==> src/rtl/stopwatch_pkg.sv <==
// Shared definitions for the stopwatch timekeeping block and the VGA renderer.
// - FSM state encodings
// - BCD digit width, digit limits and digit positions inside disp_bcd
//   (digit i occupies disp_bcd[4*i +: 4]; digit 0 is ms_o, digit 8 is hr_t)
package stopwatch_pkg;

  localparam int BCD_W       = 4;
  localparam int NUM_DIGITS  = 9;
  // Digits below the hour pair run as a plain carry cascade.
  localparam int NUM_CASCADE = 7;

  localparam logic [BCD_W-1:0] DIG_MAX_10 = 4'd9;
  localparam logic [BCD_W-1:0] DIG_MAX_6  = 4'd5;

  localparam int DIG_MS_O  = 0;
  localparam int DIG_MS_T  = 1;
  localparam int DIG_MS_H  = 2;
  localparam int DIG_SEC_O = 3;
  localparam int DIG_SEC_T = 4;
  localparam int DIG_MIN_O = 5;
  localparam int DIG_MIN_T = 6;
  localparam int DIG_HR_O  = 7;
  localparam int DIG_HR_T  = 8;

  typedef logic [NUM_DIGITS-1:0][BCD_W-1:0] bcd_time_t;

  typedef logic [1:0] sw_state_t;
  localparam sw_state_t ST_IDLE  = 2'd0;
  localparam sw_state_t ST_RUN   = 2'd1;
  localparam sw_state_t ST_LAP   = 2'd2;
  localparam sw_state_t ST_PAUSE = 2'd3;

endpackage

==> src/rtl/bcd_digit_cnt.sv <==
// One BCD digit of the time cascade.
// Ports: CLK, RST_BTN (async active-low), clr (sync zero, wins over inc),
//        inc (advance by one), q (digit value), carry (inc while q == MAX).
module bcd_digit_cnt
  import stopwatch_pkg::*;
#(
  parameter logic [BCD_W-1:0] MAX = DIG_MAX_10
) (
  input  logic             CLK,
  input  logic             RST_BTN,
  input  logic             clr,
  input  logic             inc,
  output logic [BCD_W-1:0] q,
  output logic             carry
);

  logic             at_max;
  logic [BCD_W-1:0] q_nxt;

  assign at_max = (q == MAX);
  assign carry  = inc & at_max;

  always_comb begin
    q_nxt = q;
    if (clr)      q_nxt = '0;
    else if (inc) q_nxt = at_max ? '0 : q + 1'b1;
  end

  always_ff @(posedge CLK or negedge RST_BTN) begin
    if (!RST_BTN) q <= '0;
    else          q <= q_nxt;
  end

endmodule

==> src/rtl/stopwatch_ctrl.sv <==
// Stopwatch timekeeping controller.
// Inputs : CLK, RST_BTN (async active-low), start_stop / lap / clear
//          (single-cycle debounced pulses).
// Outputs: disp_bcd (9 BCD digits, hr_t in MSBs; lap snapshot while in LAP),
//          running (RUN or LAP), lap_active (LAP), ms_tick (count advanced),
//          rollover (count wrapped to zero, coincident with ms_tick).
module stopwatch_ctrl
  import stopwatch_pkg::*;
#(
  parameter int TICK_DIV = 100000,
  parameter int HOUR_MAX = 23
) (
  input  logic        CLK,
  input  logic        RST_BTN,
  input  logic        start_stop,
  input  logic        lap,
  input  logic        clear,
  output logic [35:0] disp_bcd,
  output logic        running,
  output logic        lap_active,
  output logic        ms_tick,
  output logic        rollover
);

  localparam int               PW       = $clog2(TICK_DIV);
  localparam logic [PW-1:0]    PRE_LAST = PW'(TICK_DIV - 1);
  localparam logic [BCD_W-1:0] HR_MAX_T = BCD_W'(HOUR_MAX / 10);
  localparam logic [BCD_W-1:0] HR_MAX_O = BCD_W'(HOUR_MAX % 10);

  sw_state_t state, state_nxt;
  logic      zero_cnt, snap_ld, counting, tick;
  logic [PW-1:0] presc, presc_nxt;

  logic [NUM_CASCADE-1:0][BCD_W-1:0] dig_q;
  logic [NUM_CASCADE:0]              dig_inc;
  logic [BCD_W-1:0] hr_t, hr_o, hr_t_nxt, hr_o_nxt;
  logic             hr_inc, hr_at_max, wrap;
  bcd_time_t        live, snap;

  // Event priority clear > start_stop > lap, evaluated only among the
  // events that mean something in the current state.
  always_comb begin
    state_nxt = state;
    zero_cnt  = 1'b0;
    snap_ld   = 1'b0;
    case (state)
      ST_IDLE: if (start_stop) state_nxt = ST_RUN;
      ST_RUN, ST_LAP: begin
        if (start_stop) state_nxt = ST_PAUSE;
        else if (lap) begin
          state_nxt = ST_LAP;
          snap_ld   = 1'b1;
        end
      end
      ST_PAUSE: begin
        if (clear) begin
          state_nxt = ST_IDLE;
          zero_cnt  = 1'b1;
        end else if (start_stop) state_nxt = ST_RUN;
      end
      default: state_nxt = ST_IDLE;
    endcase
  end

  // Tick is judged on the current state, so a RUN->PAUSE edge that lands on
  // a tick still applies that increment. PAUSE holds the sub-ms fraction.
  assign counting = (state == ST_RUN) || (state == ST_LAP);
  assign tick     = counting && (presc == PRE_LAST);

  always_comb begin
    presc_nxt = presc;
    if (state == ST_IDLE || zero_cnt) presc_nxt = '0;
    else if (counting)                presc_nxt = tick ? '0 : presc + 1'b1;
  end

  assign dig_inc[0] = tick;

  for (genvar i = 0; i < NUM_CASCADE; i++) begin : g_dig
    localparam logic [BCD_W-1:0] LIM =
      (i == DIG_SEC_T || i == DIG_MIN_T) ? DIG_MAX_6 : DIG_MAX_10;
    bcd_digit_cnt #(.MAX(LIM)) u_dig (
      .CLK    (CLK),
      .RST_BTN(RST_BTN),
      .clr    (zero_cnt),
      .inc    (dig_inc[i]),
      .q      (dig_q[i]),
      .carry  (dig_inc[i+1])
    );
  end

  // Hours wrap on the two-digit value, not per digit (23 -> 00).
  assign hr_inc    = dig_inc[NUM_CASCADE];
  assign hr_at_max = (hr_t == HR_MAX_T) && (hr_o == HR_MAX_O);
  assign wrap      = hr_inc && hr_at_max;

  always_comb begin
    hr_t_nxt = hr_t;
    hr_o_nxt = hr_o;
    if (zero_cnt) begin
      hr_t_nxt = '0;
      hr_o_nxt = '0;
    end else if (hr_inc) begin
      if (hr_at_max) begin
        hr_t_nxt = '0;
        hr_o_nxt = '0;
      end else if (hr_o == DIG_MAX_10) begin
        hr_o_nxt = '0;
        hr_t_nxt = hr_t + 1'b1;
      end else begin
        hr_o_nxt = hr_o + 1'b1;
      end
    end
  end

  always_comb begin
    live = '0;
    for (int i = 0; i < NUM_CASCADE; i++) live[i] = dig_q[i];
    live[DIG_HR_O] = hr_o;
    live[DIG_HR_T] = hr_t;
  end

  always_ff @(posedge CLK or negedge RST_BTN) begin
    if (!RST_BTN) begin
      state    <= ST_IDLE;
      presc    <= '0;
      hr_t     <= '0;
      hr_o     <= '0;
      snap     <= '0;
      ms_tick  <= 1'b0;
      rollover <= 1'b0;
    end else begin
      state    <= state_nxt;
      presc    <= presc_nxt;
      hr_t     <= hr_t_nxt;
      hr_o     <= hr_o_nxt;
      if (snap_ld) snap <= live;
      ms_tick  <= tick;
      rollover <= wrap;
    end
  end

  // Selected purely from registers: no path from the pulse inputs.
  assign disp_bcd   = (state == ST_LAP) ? snap : live;
  assign running    = counting;
  assign lap_active = (state == ST_LAP);

endmodule

==> config.mk <==
export PLATFORM = sky130hd
export DESIGN_NAME = stopwatch_ctrl
export DESIGN_NICKNAME = d
export VERILOG_FILES = /design/src/rtl/stopwatch_pkg.sv /design/src/rtl/bcd_digit_cnt.sv /design/src/rtl/stopwatch_ctrl.sv
export SDC_FILE = /design/constraint.sdc
export NUM_CORES = 1
export LEC_CHECK = 0
export BUFFER_PORTS_ARGS = -buffer_cell sky130_fd_sc_hd__buf_2
export CORE_MARGIN = 2
export CORE_UTILIZATION = 45
export DETAILED_ROUTE_END_ITERATION = 12
export GPL_TIMING_DRIVEN = 0
export PLACE_DENSITY = 0.65
export SYNTH_ARGS = -nofsm -noshare
export SYNTH_HDL_FRONTEND = slang
export SYNTH_SLANG_ARGS = --single-unit
==> constraint.sdc <==
create_clock -name CLK -period 2.58 [get_ports CLK]
set_clock_uncertainty 0.15 [all_clocks]
set_input_delay 0.258 -clock CLK [delete_from_list [all_inputs] [get_ports CLK]]
set_output_delay 0.258 -clock CLK [all_outputs]
set_load 0.02 [all_outputs]
==> impl_metrics.json, run 1 <==
{
  "cts.sink_count": 93,
  "synth_async_sr_flop_share_pct": 100,
  "synth_nets": 546,
  "initial_utilization_pct": 46.7,
  "worst_slack_ns": -0.0405,
  "maxCapViolCount": 0,
  "p_per_area_nw_per_um2": 891,
  "clock_latency_ns": 0.35,
  "cts-buffers-inserted": 9,
  "internal_power_w": 0.00363,
  "gp_congestion": 0.806,
  "layout_common_cells": "91 x dfrtp_1, 59 x nand2_1, 52 x mux2_2",
  "layout_min_cycle_time_ns": 2.62,
  "wirelength_um": 12000,
  "power_switching_w": 0.00194,
  "regArea_um2": 2330,
  "die_x_um": 111,
  "postSynthRegisterBits": 93,
  "drtPass1Iterations": 4,
  "netlist_area_um2": 5130,
  "p_leak_nw": 3.02,
  "postRouteAntennaNets": 0,
  "worst_slew_pin_slew_ns": 0.604,
  "multi_input_area_um2": 2740,
  "synthCells": 519,
  "synth_edf_count": 0,
  "cts_tree": "built",
  "fmax_mhz": 382,
  "sw_frac_of_total_pct": 34.8,
  "final-hold-violation-count": 0,
  "critical_path_class": "register to register",
  "maxSlewViolCount": 0,
  "ctsHtreeMaxLevel": 3,
  "antennaDiodeCount": 0,
  "drive_gt1_share_pct": 31.8,
  "grt_max_degree": 50,
  "grt_use_total_pct": 20.4,
  "hold_end": "state[0]$_DFFE_PN0P_",
  "rrSetupSlack_ns": -0.04,
  "drt_iter0_markers": 276,
  "avgRoutedWirePerCell_um": 16.1,
  "io_buffer_count": 44,
  "clockPowerShare_pct": 27.7,
  "post-dp-hpwl_um": 8310,
  "antenna_found_initial": 0,
  "cp.arrival_ns": 2.75,
  "hold_depth": 3,
  "maxSlewHeadroom_pct": 59.8,
  "cp-start-kind": "register",
  "finalSetupViolCount": 6,
  "fin_util_pct": 56.8,
  "core-area_um2": 11000,
  "hold_start": "start_stop",
  "pin_count": 45,
  "violations": "setup timing",
  "vias": 4120,
  "status": "finished with violations",
  "n_fill_cell": 944,
  "clk_path_buf_depth": 2,
  "post-route-drc-count": 0,
  "row_count": 38,
  "ir_worst_vdd_mv": 0.767,
  "viasPerCell": 5.56,
  "root_buffer": "clkbuf_16",
  "r2r-start": "presc[13]$_DFFE_PN0P_",
  "grt_pass1_vias": 4170,
  "die_area_um2": 12300,
  "final_common_cell": "dfrtp_1",
  "power_frac_seq_pct": 37.7,
  "grt_overflow": 0,
  "syn_area_per_cell_um2": 9.88,
  "grt_pass1_wl_um": 20400,
  "seq_area_frac_synth_pct": 45.4,
  "r2r-end": "g_dig[5].u_dig.q[1]$_DFFE_PN0P_",
  "synth_cell_types": 57,
  "period_share_pct": 102,
  "hold_class": "input port to register",
  "rsz0062_at_grt": "yes",
  "rr_worst_depth": 6,
  "ys.flop_type": "dfrtp_1",
  "syn2layout_area_growth_pct": 21.7,
  "die_y_um": 111,
  "cp_max_fo": 6,
  "critPathRequiredTime_ns": 2.70,
  "path_clk_slew_ns": 0.07,
  "setup_tns_ns": -0.135,
  "combPwrFrac_pct": 34.6,
  "yosys_warnings": 0,
  "nets": 623,
  "crit_path_end_kind": "register"
}
[worst max-delay path, stage by stage (launching register included)]
cell,delay [ns]
dfrtp_2,0.41
or3_4,0.37
or4_4,0.55
or4_4,0.46
buf_6,0.15
or3_4,0.32
a21oi_2,0.14
[metrics by stage]
step / power, W / instances / instance area [um^2] / setup WS (ns) / hold slack [ns]
3_3_place_gp: 0.00385 / 703 / 5560 / -0.343 / 0.311
4_1_cts: 0.00554 / 730 / 6090 / -0.0824 / 0.0384
3_5_place_dp: 0.00392 / 704 / 5590 / -0.309 / 0.161
6_report: 0.00556 / 741 / 6240 / -0.0405 / 0.0493
2_1_floorplan: 0.00339 / 519 / 5160 / 0.000445 / -0.188
5_1_grt: 0.00591 / 741 / 6240 / -0.117 / 0.0623
[cell families (layout without fill, tap and decap cells)]
kind of cell    after synthesis  count (layout)  synth area share, %
compound gates               91              91                 10.5
xor+xnor                     14              14                 2.39
fa+ha+maj                    22              22                 5.37
buf+inv                      46             128                 3.68
flops                        93              93                 45.4
mux                          56              56                 12.2
simple gates                197             197                 20.5
[worst max path at each step]
stage | startpoint | to | slack [ns] | cells after the start
2_1_floorplan | state[1]$_DFFE_PN0P_ | hr_o[2]$_DFFE_PN0P_ | 0.0004 | 9
3_3_place_gp | g_dig[0].u_dig.q[1]$_DFFE_PN0P_ | g_dig[6].u_dig.q[3]$_DFFE_PN0P_ | -0.34 | 8
3_5_place_dp | g_dig[0].u_dig.q[1]$_DFFE_PN0P_ | hr_o[2]$_DFFE_PN0P_ | -0.31 | 9
4_1_cts | presc[13]$_DFFE_PN0P_ | g_dig[5].u_dig.q[3]$_DFFE_PN0P_ | -0.08 | 6
5_1_grt | state[0]$_DFFE_PN0P_ | g_dig[6].u_dig.q[3]$_DFFE_PN0P_ | -0.12 | 7
6_report | presc[13]$_DFFE_PN0P_ | g_dig[5].u_dig.q[1]$_DFFE_PN0P_ | -0.04 | 6
[final cells by class]
type	instances	share of cell area (%)
multi-input combinational	380	43.9
timing repair buffer	72	7.36
inverter	21	1.26
clock buffer	11	3.89
tap	140	2.81
sequential	93	37.3
buffer	19	1.68
clock inverter	5	1.72
[Yosys cell counts (2+ instances only)]
cell	n	area (um^2)
mux2_2	52	586
and3_1	2	12.5
dfrtp_1	93	2330
mux2i_1	4	40.0
a41o_1	2	20.0
clkbuf_1	20	75.1
nor2b_1	3	18.8
nand3b_1	7	52.6
nand3_1	19	95.1
a21oi_1	29	145
a21o_1	2	15.0
inv_1	21	78.8
nand2_1	61	229
nor4_1	2	12.5
or4_1	7	52.6
or4_4	2	22.5
o31ai_1	3	22.5
and2_1	3	18.8
ha_1	22	275
o21ai_0	36	180
a311oi_1	3	26.3
and3b_1	8	70.1
xor2_1	7	61.3
nor3_1	9	45.0
nand4_1	9	56.3
xnor2_1	7	61.3
a31oi_1	4	25.0
nor2_1	38	143
buf_2	2	10.0
or3_1	11	68.8
nor3b_1	2	15.0
a41oi_1	3	26.3
and4_1	2	17.5
[per-layer routing]
| metal | routed length, um | GRT usage [%] | vias up | part of all wire [%] |
|---|---|---|---|---|
| met5 | 0 | 0 | - | 0 |
| met4 | 189 | 6.17 | 0 | 1.6 |
| met3 | 357 | 4.10 | 18 | 3.0 |
| met2 | 5860 | 34.4 | 68 | 49 |
| met1 | 5550 | 26.5 | 2032 | 46 |
| li1 | - | - | 2002 | - |
[timing repair]
action                     4_1_cts  5_1_grt
setup endpoints to repair       81       72
pin swaps                       13        9
gates cloned                     0        0
hold endpoints to repair        44        0
hold buffers                     1        0
resized for setup               24       30
setup buffers                   15       11
[power by group through the flow]
stage                     Sequential [W]  Clock [W]  Combinational, W
after floorplan                  0.00204          0           0.00135
after global placement           0.00210          0           0.00175
after detailed placement         0.00213          0           0.00180
after CTS                        0.00209    0.00157           0.00188
after global routing             0.00216    0.00163           0.00213
final                            0.00210    0.00154           0.00192
[registers in the layout (all words and copies together), names as in the netlist]
signal and cells:
hr_o 4, rollover 1, g_dig.u_dig.q 28, hr_t 4, snap 36, ms_tick 1
state 2, presc 17
(Power assumes the default switching activity.)
==> run 2: changes to the inputs <==
ABC_CLOCK_PERIOD_IN_PS = 2580   (was unset)
CTS_CLUSTER_DIAMETER = 120   (was unset)
GPL_TIMING_DRIVEN = unset   (was 0)
==> impl_metrics.json, run 2 (synthesized netlist as in run 1, its figures left out) <==
{
  "status": "finished with violations",
  "violations": "setup timing",
  "final_common_cell": "dfrtp_1",
  "cts-buffers-inserted": 9,
  "dpl_worst_slack_ns": -0.0353,
  "wirelength_um": 12000,
  "maxCapViolCount": 0,
  "syn2layout_area_growth_pct": 23.0,
  "largest_register_ffs": 36,
  "cp_max_fo": 5,
  "met3_length_um": 357,
  "placedCellCount": 725,
  "placed_cell_area_um2": 5830,
  "gp_congestion": 0.888,
  "p_leak_nw": 3.09,
  "hold_depth": 3,
  "core-area_um2": 11000,
  "crit_path_max_incr_delay_ns": 0.55,
  "timing.critical_path.buf_inv": 1,
  "drt_iter0_markers": 151,
  "grt_pass1_wl_um": 20200,
  "hold_class": "input port to register",
  "fin_util_pct": 57.4,
  "hold_slack_ns": 0.0619,
  "vias": 4217,
  "critical_path_class": "register to register",
  "routed.top_layer": "met4",
  "clk_path_buf_depth": 2,
  "reg_top3": "snap x36, g_dig.u_dig.q x28, presc x17",
  "fin_area_um2": 6310,
  "initial_utilization_pct": 46.7,
  "critPathRequiredTime_ns": 2.70,
  "maxSlewViolCount": 0,
  "final-hold-violation-count": 0,
  "ctsHtreeMaxLevel": 3,
  "ir_worst_vdd_mv": 0.752,
  "cp_top_family": "simple AND/OR/NAND/NOR gates",
  "crit_chain": "or3_4 > or4_4 > buf_4 > or3_4 > or4_4 > a21oi_1",
  "pin_count": 45,
  "path_depth": 6,
  "cts.sink_count": 93,
  "finalSetupViolCount": 8,
  "fmax_mhz": 379,
  "path_clk_slew_ns": 0.06,
  "row_count": 38,
  "nets": 639,
  "root_buffer": "clkbuf_16",
  "layoutNonFillerInstCount": 756,
  "cp_slowest_cell": "or4_4",
  "viasPerCell": 5.58,
  "regMostFlops": "snap",
  "io_buffer_count": 44,
  "antenna_found_initial": 0,
  "grt_overflow": 0,
  "drtPass1Iterations": 5,
  "post-dp-hpwl_um": 8350,
  "layout_min_cycle_time_ns": 2.64,
  "die_area_um2": 12300,
  "p_per_area_nw_per_um2": 851,
  "cp-start-kind": "register",
  "rr_worst_depth": 6,
  "grt_pass1_vias": 4033,
  "die_y_um": 111,
  "wl_met2_um": 5900,
  "die_x_um": 111,
  "rsz0062_at_grt": "yes",
  "cts_tree": "built",
  "period_share_pct": 102,
  "maxSlewHeadroom_pct": 60.3,
  "layout_common_cells": "93 x dfrtp_1, 60 x nand2_1, 57 x buf_4",
  "clock_latency_ns": 0.35,
  "avgRoutedWirePerCell_um": 15.8,
  "antennaDiodeCount": 0,
  "grt_use_total_pct": 20.1,
  "post-route-drc-count": 0,
  "cp.arrival_ns": 2.76,
  "worst_slack_ns": -0.0595,
  "drive_gt1_share_pct": 32.1,
  "grt_max_degree": 47,
  "crit_path_end_kind": "register",
  "postRouteAntennaNets": 0,
  "wl_met1_um": 5550,
  "worst_slew_pin_slew_ns": 0.592
}
-- run 2: layout make-up --
cell class | count | area [um^2]
clock buffers | 9 | 225
clock inverters | 6 | 55.1
well taps | 140 | 175
flip-flops and latches | 93 | 2330
repair buffers | 105 | 733
fillers | 949 | 4670
multi-input cells | 382 | 2710
inverters | 21 | 78.8
-- run 2: worst min-delay path, cell delays in order --
cell     delay, ns
buf_2         0.11
a21oi_1       0.04
a21oi_1       0.10
-- run 2: stage by stage --
stage / total power (W) / TNS [ns]
2_1_floorplan: 0.00339 / 0
5_1_grt: 0.00572 / -2.11
3_3_place_gp: 0.00398 / 0
4_1_cts: 0.00536 / -0.0254
6_report: 0.00537 / -0.232
3_5_place_dp: 0.00406 / -0.0353
-- run 2: path summary, 6_finish.rpt --
kind	start	to	slack, ns
max	presc[12]$_DFFE_PN0P_	g_dig[3].u_dig.q[0]$_DFFE_PN0P_	-0.06
min	start_stop	state[0]$_DFFE_PN0P_	0.06
max reg2reg	presc[12]$_DFFE_PN0P_	g_dig[3].u_dig.q[0]$_DFFE_PN0P_	-0.06
min reg2reg	snap[1]$_DFFE_PN0P_	snap[1]$_DFFE_PN0P_	0.33
max in group asynchronous	RST_BTN	snap[0]$_DFFE_PN0P_	1.30
min in group asynchronous	RST_BTN	presc[7]$_DFFE_PN0P_	0.26
-- run 2: metal layers --
layer,up-vias,global-route usage (%)
li1,2048,-
met2,71,33.0
met4,0,7.17
met5,-,0
met1,2085,27.2
met3,13,3.01
-- run 2: repair_timing --
item                       in CTS  in global routing
hold buffers                    1                  0
setup endpoints to repair       4                 12
gates cloned                    0                  2
buffers inserted                0                 13
resized for setup               2                 13
pin swaps                       0                 13
hold endpoints to repair       34                  0
-- run 2: power breakdown --
group	switching [W]	total, W	internal [W]	leakage [nW]
logic	0.00113	0.00205	0.000915	1.67
clock network	0.000542	0.00128	0.000736	0.145
registers	0.000226	0.00204	0.00182	1.27
total	0.00190	0.00537	0.00347	3.09
